**config.mk**
```make
export PLATFORM = sky130hd
export DESIGN_NAME = mem_port_arbiter
export DESIGN_NICKNAME = d
export VERILOG_FILES = /design/src/rtl/mem_port_arbiter.sv
export SDC_FILE = /design/constraint.sdc
export NUM_CORES = 1
export LEC_CHECK = 0
export BUFFER_PORTS_ARGS = -buffer_cell sky130_fd_sc_hd__buf_2
export CAP_MARGIN = 20
export CORE_AREA = 2 2 106 108
export DETAILED_ROUTE_END_ITERATION = 8
export DIE_AREA = 0 0 108 110
export PLACE_DENSITY = 0.77
export SYNTH_ARGS = -nofsm -noshare
export SYNTH_HDL_FRONTEND = slang
export SYNTH_SLANG_ARGS = --single-unit
export TNS_END_PERCENT = 30
```
**constraint.sdc**
```tcl
create_clock -name clk -period 2.7 [get_ports clk]
set_input_delay 0.675 -clock clk [delete_from_list [all_inputs] [get_ports clk]]
set_output_delay 0.675 -clock clk [all_outputs]
set_load 0.02 [all_outputs]
```
**src/rtl/mem_port_arbiter.sv**
```systemverilog
// Arbitrates a single-port, byte-maskable memory between an instruction-fetch
// port (I) and a load/store port (D), returning one-cycle-latency read data to the owner.
module mem_port_arbiter #(
    parameter bit RR_EN = 1'b1
) (
    input  logic        clk,
    input  logic        reset,

    input  logic        i_req,
    input  logic [31:0] i_addr,
    output logic        i_gnt,
    output logic        i_rvalid,
    output logic [31:0] i_rdata,

    input  logic        d_req,
    input  logic [31:0] d_addr,
    input  logic [31:0] d_wdata,
    input  logic [3:0]  d_wmask,
    output logic        d_gnt,
    output logic        d_rvalid,
    output logic [31:0] d_rdata,

    output logic [31:0] mem_addr,
    output logic        mem_rstrb,
    output logic [31:0] mem_wdata,
    output logic [3:0]  mem_wmask,
    input  logic [31:0] mem_rdata
);

    logic        last_d_q, last_d_d;
    logic        rv_i_q, rv_i_d;
    logic        rv_d_q, rv_d_d;
    logic [31:0] mem_addr_q, mem_addr_d;
    logic [31:0] mem_wdata_q, mem_wdata_d;
    logic        i_win, d_win;

    // Winner selection; no grant may issue while reset is held.
    always_comb begin
        i_win = 1'b0;
        d_win = 1'b0;
        if (!reset) begin
            if (i_req && d_req) begin
                if (RR_EN && last_d_q) begin
                    i_win = 1'b1;
                end else begin
                    d_win = 1'b1;
                end
            end else if (i_req) begin
                i_win = 1'b1;
            end else if (d_req) begin
                d_win = 1'b1;
            end
        end
    end

    // Memory drive; address and write data hold their last value when idle.
    always_comb begin
        mem_addr  = mem_addr_q;
        mem_wdata = mem_wdata_q;
        mem_rstrb = 1'b0;
        mem_wmask = 4'b0000;
        last_d_d  = last_d_q;
        if (i_win) begin
            mem_addr  = i_addr;
            mem_rstrb = 1'b1;
            last_d_d  = 1'b0;
        end else if (d_win) begin
            mem_addr  = d_addr;
            mem_wdata = d_wdata;
            mem_wmask = d_wmask;
            mem_rstrb = (d_wmask == 4'b0000);
            last_d_d  = 1'b1;
        end
        mem_addr_d  = mem_addr;
        mem_wdata_d = mem_wdata;
        rv_i_d      = i_win;
        rv_d_d      = d_win;
    end

    always_ff @(posedge clk) begin
        if (reset) begin
            last_d_q    <= 1'b1;
            rv_i_q      <= 1'b0;
            rv_d_q      <= 1'b0;
            mem_addr_q  <= 32'h0;
            mem_wdata_q <= 32'h0;
        end else begin
            last_d_q    <= last_d_d;
            rv_i_q      <= rv_i_d;
            rv_d_q      <= rv_d_d;
            mem_addr_q  <= mem_addr_d;
            mem_wdata_q <= mem_wdata_d;
        end
    end

    assign i_gnt    = i_win;
    assign d_gnt    = d_win;
    assign i_rvalid = rv_i_q;
    assign d_rvalid = rv_d_q;
    assign i_rdata  = mem_rdata;
    assign d_rdata  = mem_rdata;

endmodule
```
==> summary.txt, run 1 <==
Route
  • DR vias/cell: roughly 5.8
  • WL/cell: roughly 17 um
  • DR vias: between 4000 and 5000
  • Initial drt markers: 273
  • Post-Route WL: 13.2 mm
  • Pre-Repair DR Iteration Count: 5
  • Antenna viol nets, final: 0
  • DRC viols: 0

Finish
  • Nets: about 770
  • P&R area growth vs syn: 20.4%
  • Layout cell share with drive strength beyond 1: about 37%
  • ANT cells: 0
  • Final instance area: about 0.0052 mm2

Die
  • DIE HEIGHT: approximately 110 um
  • Chip width: about 110 um
  • FP Rows: 38
  • Die area: around 0.012 mm2
  • Core area: 0.0107 mm2
  • Initial Utilization: about 41%
  • IO Pins: 273

Clocking
  • Num Clock Sinks: 67
  • Setup Fix Bufs, Post-CTS: 0
  • CTS tree: done
  • Clock latency on the worst-skew pair: between 300 and 400 ps
  • Post-CTS Hold Buffers: 0
  • Root Buffer: clkbuf_8
  • # H-tree levels: 3
  • Reg clk slew, reported paths: 70 ps
  • Post-CTS resize count: 0
  • Clk buf depth: 2
  • CTS Buf Count: 9

STA
  • RSZ-0062 raised after global routing: no
  • Worst Skew: about 5.7 ps
  • Fin crit share: roughly 93%
  • Final Worst Setup Slack: between 150 and 200 ps
  • Hold Vio Cnt, Final: 0
  • Final setup vio count: 0
  • Slew HR: just under 70%
  • Final TNS setup: 0 ps
  • Worst hold slack: between 400 and 500 ps
  • Final max-slew violation count: 0
  • Fmax: around 400 MHz
  • Tmin final: roughly 2500 ps
  • Worst-margin pin slew: about 480 ps

Worst setup path
  • Startpoint types: primary input
  • RR Endpoint: mem_addr_q[20]
  • Worst R2R Start: last_d_q
  • Required @ worst endpoint: around 2000 ps
  • Worst R2R Setup Slack: about 1300 ps
  • Worst Path Arrival: between 1500 and 2000 ps
  • Crit. End Element: output port
  • Crit Path Class: in2out
  • Worst Reg-to-Reg Cells: 4
  • Critical path peak fanout: a little over 40

Yosys
  • Cells after Synth: between 500 and 600
  • Warnings from Yosys: 0
  • Synth top area cells: dfxtp_1 (31%), buf_4 (12%), a221o_1 (7.4%)
  • Avg Inst Size Synth: roughly 8.3 um2
  • Unique cell type count in the Yosys netlist: 27
  • Flops & latches, synth: 67
  • Top-count cell post-synth: buf_4
  • Cell accounting for the most synthesized area: dfxtp_1
  • Synthesized Nets: about 660
  • Post-synth top cells: buf_4 (69), dfxtp_1 (67), o21ai_0 (64), and2_1 (36), nor3_1 (33)
  • Asr flop ratio synth: 0%
  • Synthesized area: roughly 0.0043 mm2
  • Number of synthesized flops with an enable pin: 0
  • Synth top area share: a little under a third
  • Top_reg_cell synth: dfxtp_1
  • Seq/Total Area, Yosys: 30.9%

Global routing
  • GR Util All Layers: a little over a fifth
  • Global-route wire length before repair: between 20 and 25 mm
  • Vias in the first global route: approximately 4300
  • Grt total ovfl: 0
  • Largest net degree at the start of global routing: 45
  • Initial antenna violation count: 0

Min path
  • Hold path endpoint: mem_wdata_q[14]
  • Cells on Worst Hold Path: 2
  • Worst hold path class: reg2reg
  • Worst Min Path Start: mem_wdata_q[14]

Place
  • DPL Wire Length: around 9.2 mm
  • Placer Congestion: roughly 0.8
  • Post-DP Area: 0.00500 mm2
  • Pre-CTS setup slack: between 200 and 250 ps
  • Port bufs: 176

Flow run
  • Number of max-cap violations: 0

Power
  • Max rail drop VDD: 305 uV
  • PnR Total Power: about 2700 uW
  • Pleak: between 0.002 and 0.0025 uW
  • PwrDens: 526 mW/mm2

Outcome
  • Status: completed
## cell families after synthesis
logic type	count (synthesis)	synth area share [%]
buffers and inverters	122	17.6
DFF	67	30.9
muxes	32	7.38
and+or+nand+nor	109	13.2
AOI/OAI and AO/OA	195	30.9
## area by class of cell
cell class / count / area, um2
fillers: 1018 / 5470
multi-input cells: 336 / 2250
flip-flops and latches: 67 / 1340
repair buffers: 215 / 1230
well taps: 140 / 175
clock buffers: 9 / 124
clock inverters: 7 / 103
inverters: 3 / 12.5
## layout by cell type, fill, tap and decap left out, drive strengths merged, types with 32 or more instances in the layout
cell type / synthesis / final
a211oi: 32 / 32
a21oi: 32 / 32
a221o: 32 / 32
and2: 37 / 37
buf: 88 / 215
dfxtp: 67 / 67
mux2i: 32 / 32
nand2: 32 / 32
nor3: 34 / 34
o2111ai: 32 / 32
o21ai: 64 / 64
## metal layers
layer | track usage [%] | share of wire, % | up-vias
met5 | 0 | 0 | -
met4 | 11.8 | 3.4 | 0
met3 | 5.06 | 7.2 | 47
met2 | 37.2 | 48 | 209
met1 | 25.6 | 41 | 2131
li1 | - | - | 2111
## power breakdown
part | leakage, uW | internal (uW) | total (uW) | switching (uW)
clock | 0.000110 | 526 | 937 | 411
combinational | 0.00182 | 296 | 734 | 438
sequential | 0.000552 | 1050 | 1080 | 26.2
## through the flow
stage	std cells	util, %
after floorplan	525	-
final	777	48.9
after global routing	777	48.9
after global placement	761	46.7
after detailed placement	761	46.7
after CTS	777	48.9
## critical path: stages
cell and delay [ps]:
buf_4 130, buf_4 430, o2111ai_1 280, nand2_1 130, buf_2 170
## worst max path at each step
stage	start	end	slack, ps
CTS	reset	mem_addr[12]	210
floorplan	reset	mem_addr[27]	240
global route	d_req	mem_wdata[4]	150
global placement	d_req	mem_wdata[31]	220
detailed placement	reset	mem_addr[12]	220
finish	d_req	mem_wdata[4]	190
## state kept, by name (all words and copies together), names as in the netlist
name / cells
last_d_q: 1
i_rvalid: 1
d_rvalid: 1
mem_addr_q: 32
mem_wdata_q: 32
Power figures use the tool's default switching activity.
==> run 2: changes to the inputs <==
--- a/config.mk
+++ b/config.mk
@@ -11,6 +11,7 @@
 export DETAILED_ROUTE_END_ITERATION = 8
 export DIE_AREA = 0 0 108 110
 export PLACE_DENSITY = 0.77
+export REMOVE_ABC_BUFFERS = 1
 export SYNTH_ARGS = -nofsm -noshare
 export SYNTH_HDL_FRONTEND = slang
 export SYNTH_SLANG_ARGS = --single-unit
==> run 2 against run 1 <==
The run now ends with setup timing left. First-iteration DRC count increased by 60%. Die area unchanged. Non-clock buffer count decreased by 21. Utilization decreased by 1.7 points. Largest cell class unchanged.
==> summary.txt, run 2 (synthesis results as in run 1) <==
Global routing
  • Grt total ovfl: 0
  • Initial antenna violation count: 1
  • GR Util All Layers: approximately a quarter
  • Largest net degree at the start of global routing: 48
  • Global-route wire length before repair: approximately 23 mm
  • Vias in the first global route: 4215

Finish
  • Nets: roughly 750
  • Post-route insts no fill: between 700 and 800
  • Fill count: 1040
  • Final instance area: 0.00504 mm2
  • Commonest non-fill, non-tap cells in the layout: buf_2 (176), dfxtp_1 (67), o21ai_0 (64)
  • Biggest regs: mem_addr_q x32, mem_wdata_q x32
  • Layout cell share with drive strength beyond 1: between 30% and 40%
  • Most common library cell in the layout ignoring fill and taps: buf_2
  • P&R area growth vs syn: 16.1%

Clocking
  • Clk buf depth: 2
  • CTS tree: done
  • Setup Fix Bufs, Post-CTS: 0
  • CTS Buf Count: 9
  • # H-tree levels: 3
  • Clock latency on the worst-skew pair: roughly 330 ps
  • Root Buffer: clkbuf_8
  • Reg clk slew, reported paths: roughly 70 ps
  • Num Clock Sinks: 67

Worst setup path
  • Worst R2R Setup Slack: 990 ps
  • Required @ worst endpoint: 2030 ps
  • Critical Path End: mem_wdata[28]
  • Crit. End Element: output port
  • Critical path peak fanout: 33
  • Worst Path Arrival: 2080 ps
  • RR Endpoint: mem_wdata_q[11]
  • Worst Reg-to-Reg Cells: 3
  • Worst R2R Start: last_d_q
  • CP startpoint: last_d_q
  • Startpoint types: register
  • Crit Path Class: reg2out

Power
  • PwrDens: between 500 and 600 mW/mm2
  • Max rail drop VDD: 190 uV
  • Pleak: around 0.0024 uW

STA
  • Hold Vio Cnt, Final: 0
  • Final max-slew violation count: 0
  • Final setup vio count: 14
  • Final TNS setup: -299 ps
  • Worst Skew: about 5 ps
  • RSZ-0062 raised after global routing: yes
  • Worst hold slack: 498 ps
  • Fin crit share: 102%
  • Fmax: 363 MHz
  • Tmin final: about 2800 ps
  • Final Worst Setup Slack: -54.8 ps
  • Slew HR: between 60 and 70%
  • Worst-margin pin slew: 577 ps

Die
  • Die area: 0.0119 mm2
  • Initial Utilization: between 40 and 50%
  • DIE HEIGHT: around 110 um
  • IO Pins: around 270
  • FP Rows: 38
  • Core area: around 0.011 mm2
  • Chip width: 108 um

Route
  • Pre-Repair DR Iteration Count: 5
  • DRC viols: 0
  • Initial drt markers: approximately 440
  • DR vias/cell: between 5 and 6
  • Post-Route WL: between 15 and 20 mm
  • WL/cell: slightly above 20 um
  • Antenna viol nets, final: 0
  • DR vias: between 4000 and 5000

Place
  • Placer Congestion: 0.794
  • Placed cell count: 740
  • Post-DP Area: approximately 0.0048 mm2
  • DPL Wire Length: around 11 mm
  • Port bufs: between 150 and 200

Outcome
  • Failing checks: setup timing
  • Status: finished, violations left

Min path
  • Worst hold path class: reg2reg

Flow run
  • Number of max-cap violations: 0
[run 2: per-layer routing]
| layer | vias up | wire length, um | part of all wire, % | GRT usage, % |
|---|---|---|---|---|
| met3 | 31 | 2680 | 17 | 17.4 |
| met5 | - | 128 | 0.83 | 9.38 |
| met1 | 2062 | 5640 | 36 | 26.7 |
| li1 | 2068 | - | - | - |
| met2 | 343 | 6500 | 42 | 36.6 |
| met4 | 4 | 514 | 3.3 | 12.3 |
[run 2: worst min-delay path by stage]
stage	slack, ps	end	depth (start not counted)	from
floorplan	470	mem_wdata_q[0]	2	mem_wdata_q[0]
global placement	480	mem_wdata_q[9]	2	mem_wdata_q[9]
detailed placement	490	mem_wdata_q[8]	2	mem_wdata_q[8]
CTS	500	mem_wdata_q[8]	2	mem_wdata_q[8]
global route	520	mem_wdata_q[8]	2	mem_wdata_q[8]
finish	500	mem_wdata_q[8]	2	mem_wdata_q[8]
[run 2: where the power goes]
group,switching (uW),total (uW),internal (uW)
combinational,433,714,281
sequential,25.5,1080,1050
clock,383,811,428
total,841,2600,1760
[run 2: repair_timing]
item | 4_1_cts | 5_1_grt
endpoints found under the setup margin | 0 | 32
resized for setup | 0 | 2
hold buffers | 0 | 0
[run 2: layout make-up]
| type | instances | area, um2 | share of cell area [%] |
|---|---|---|---|
| repair buffers | 194 | 1070 | 21.1 |
| well taps | 140 | 175 | 3.47 |
| clock buffers | 12 | 135 | 2.68 |
| inverters | 3 | 15.0 | 0.298 |
| multi-input cells | 336 | 2260 | 44.8 |
| diodes | 1 | 2.50 | 0.0496 |
| clock inverters | 4 | 51.3 | 1.02 |
| flip-flops and latches | 67 | 1340 | 26.6 |
[run 2: critical path, cell delays in order, from the launching register on]
cell and delay [ps]:
dfxtp_1 450, clkinvlp_4 540, o2111ai_1 470, nand2_1 100, buf_2 170
[run 2: stage by stage]
step                power [uW]  setup WS (ps)  util, %
detailed placement        1800            196     45.3
finish                    2600          -54.8     47.1
CTS                       2630           6.04     47.0
global route              2740           -118     47.1
floorplan                 1490          -1050        -
global placement          1780            232     45.3
==> run 3: changes to the inputs <==
--- a/config.mk
+++ b/config.mk
@@ -7,10 +7,10 @@
 export LEC_CHECK = 0
 export BUFFER_PORTS_ARGS = -buffer_cell sky130_fd_sc_hd__buf_2
 export CAP_MARGIN = 20
-export CORE_AREA = 2 2 106 108
+export CORE_ASPECT_RATIO = 0.5
+export CORE_UTILIZATION = 44
 export DETAILED_ROUTE_END_ITERATION = 8
-export DIE_AREA = 0 0 108 110
-export PLACE_DENSITY = 0.77
+export PLACE_DENSITY = 0.82
 export REMOVE_ABC_BUFFERS = 1
 export SYNTH_ARGS = -nofsm -noshare
 export SYNTH_HDL_FRONTEND = slang
==> run 3 against run 2 <==
The flow now finishes without violations. Hold slack better by 3.1 ps. Worst setup slack better by 110 ps. Critical path depth unchanged. Sequential cell count unchanged. Routed wire length down 8.3%. Clock power up 54%. First-iteration DRC count down 20%. Design area up 1.3%. Sequential power about the same. Clock-buffer cell count down 2. Highest routed layer unchanged.
==> summary.txt, run 3 (synthesis results as in run 1) <==
Route
  • WL/cell: ~19 um
  • WL met2: ~6.1 mm
  • Met1 wire length: between 6 and 7 mm
  • Top Metal Used: met5
  • Post-Route WL: 14.2 mm
  • Met3 WL: roughly 1.8 mm
  • Pre-Repair DR Iteration Count: 5
  • Initial drt markers: 350
  • DRC viols: 0
  • DR vias/cell: slightly below 6
  • DR vias: 4420
  • Antenna viol nets, final: 0

Clocking
  • Setup Fix Bufs, Post-CTS: 0
  • CTS Buf Count: 9
  • Post-CTS Hold Buffers: 0
  • Clk buf depth: 2
  • # H-tree levels: 3
  • Clock latency on the worst-skew pair: between 300 and 400 ps
  • CTS tree: done
  • Root Buffer: clkbuf_16
  • Reg clk slew, reported paths: 60 ps
  • Num Clock Sinks: between 60 and 70
  • Post-CTS resize count: 0

Place
  • Pre-CTS setup slack: 130 ps
  • Placer Congestion: about 0.77
  • Port bufs: between 150 and 200
  • DPL Wire Length: slightly below 10 mm
  • Post-DP Area: 0.00479 mm2

Die
  • Chip width: 143 um
  • DIE HEIGHT: between 70 and 80 um
  • Initial Utilization: between 40% and 50%
  • Die area: around 0.010 mm2
  • Core area: ~0.0095 mm2
  • FP Rows: 25
  • IO Pins: approximately 270

Finish
  • Fill count: about 910
  • Nets: approximately 750
  • ANT cells: 0
  • P&R area growth vs syn: 17.7%
  • Commonest non-fill, non-tap cells in the layout: buf_2 (176), dfxtp_1 (67), o21ai_0 (64)
  • Multi-input gate area: between 0.002 and 0.0025 mm2
  • Reg area: roughly 0.0013 mm2
  • Final instance area: 0.00511 mm2
  • Biggest regs: mem_addr_q x32, mem_wdata_q x32
  • Most common library cell in the layout ignoring fill and taps: buf_2
  • Layout cell share with drive strength beyond 1: 34.9%

Min path
  • Hold path endpoint: mem_wdata_q[7]
  • Cells on Worst Hold Path: 2
  • Worst Min Path Start: mem_wdata_q[7]
  • Worst hold path class: reg2reg

STA
  • Worst hold slack: 501 ps
  • Final TNS setup: 0 ps
  • Tmin final: about 2600 ps
  • Fmax: approximately 380 MHz
  • Final setup vio count: 0
  • Worst Skew: about 2.6 ps
  • Fin crit share: 98.1%
  • Slew HR: around 33%
  • Worst-margin pin slew: 1010 ps
  • Final max-slew violation count: 0
  • Hold Vio Cnt, Final: 0
  • Final Worst Setup Slack: roughly 51 ps
  • RSZ-0062 raised after global routing: yes

Worst setup path
  • Worst R2R Start: last_d_q
  • Required @ worst endpoint: between 2000 and 2500 ps
  • Startpoint types: register
  • Worst Reg-to-Reg Cells: 3
  • Critical path peak fanout: 33
  • CP cell instances: inv_1, o2111ai_1, nand2_1, buf_2
  • Crit-path max cell delay: approximately 740 ps
  • CP max-delay cell: inv_1
  • Crit Path Class: reg2out
  • WP buf/inv: 2
  • CP delay by family, top: buffers and inverters
  • Worst R2R Setup Slack: around 1100 ps
  • Crit. End Element: output port
  • Worst Path Arrival: ~2000 ps
  • RR Endpoint: mem_wdata_q[19]

Global routing
  • Grt total ovfl: 0
  • Initial antenna violation count: 0
  • Global-route wire length before repair: 20.9 mm
  • Vias in the first global route: slightly below 4000
  • Largest net degree at the start of global routing: 65
  • GR Util All Layers: a little over a quarter

Power
  • Max rail drop VDD: about 450 uV
  • PwrDens: between 500 and 600 mW/mm2
  • Pleak: ~0.0024 uW

Flow run
  • Number of max-cap violations: 0

Outcome
  • Status: completed
run 3: tightest hold or removal path, stage by stage, from the launching register on:
cell     delay, ps
dfxtp_1        290
o21ai_0         90
a21oi_1         70
run 3: per-layer routing:
metal / vias to the layer above / track usage [%]
met2: 222 / 38.1
li1: 2074 / -
met4: 2 / 6.57
met5: - / 8.61
met3: 15 / 18.0
met1: 2107 / 32.8
run 3: area by class of cell:
class | instances | area share, %
multi-input cells | 336 | 43.9
flip-flops and latches | 67 | 26.2
repair buffers | 192 | 20.1
clock buffers | 10 | 4.48
well taps | 135 | 3.30
clock inverters | 6 | 1.74
inverters | 3 | 0.220
run 3: report_power, final:
| part | internal (uW) | total (uW) | leakage (uW) | switching (uW) |
|---|---|---|---|---|
| clock | 810 | 1250 | 0.000149 | 444 |
| sequential | 1050 | 1080 | 0.000552 | 24.2 |
| combinational | 273 | 693 | 0.00171 | 420 |
run 3: through the flow:
stage               std cells  utilization (%)  power [uW]
detailed placement        733             50.4        1790
CTS                       749             53.8        3040
global placement          733             50.4        1770
finish                    749             53.8        3020
global route              749             53.8        3150
floorplan                 406                -        1490
run 3: worst max-delay path by stage:
stage                  start  cells past startpoint             to  slack [ps]
floorplan              i_req                      3    mem_addr[0]       -1050
global placement       d_req                      6   mem_addr[30]         160
detailed placement     d_req                      6   mem_addr[30]         130
CTS                 last_d_q                      4   mem_wdata[0]          40
global route        last_d_q                      4   mem_wdata[0]        -110
finish              last_d_q                      4  mem_wdata[26]          50
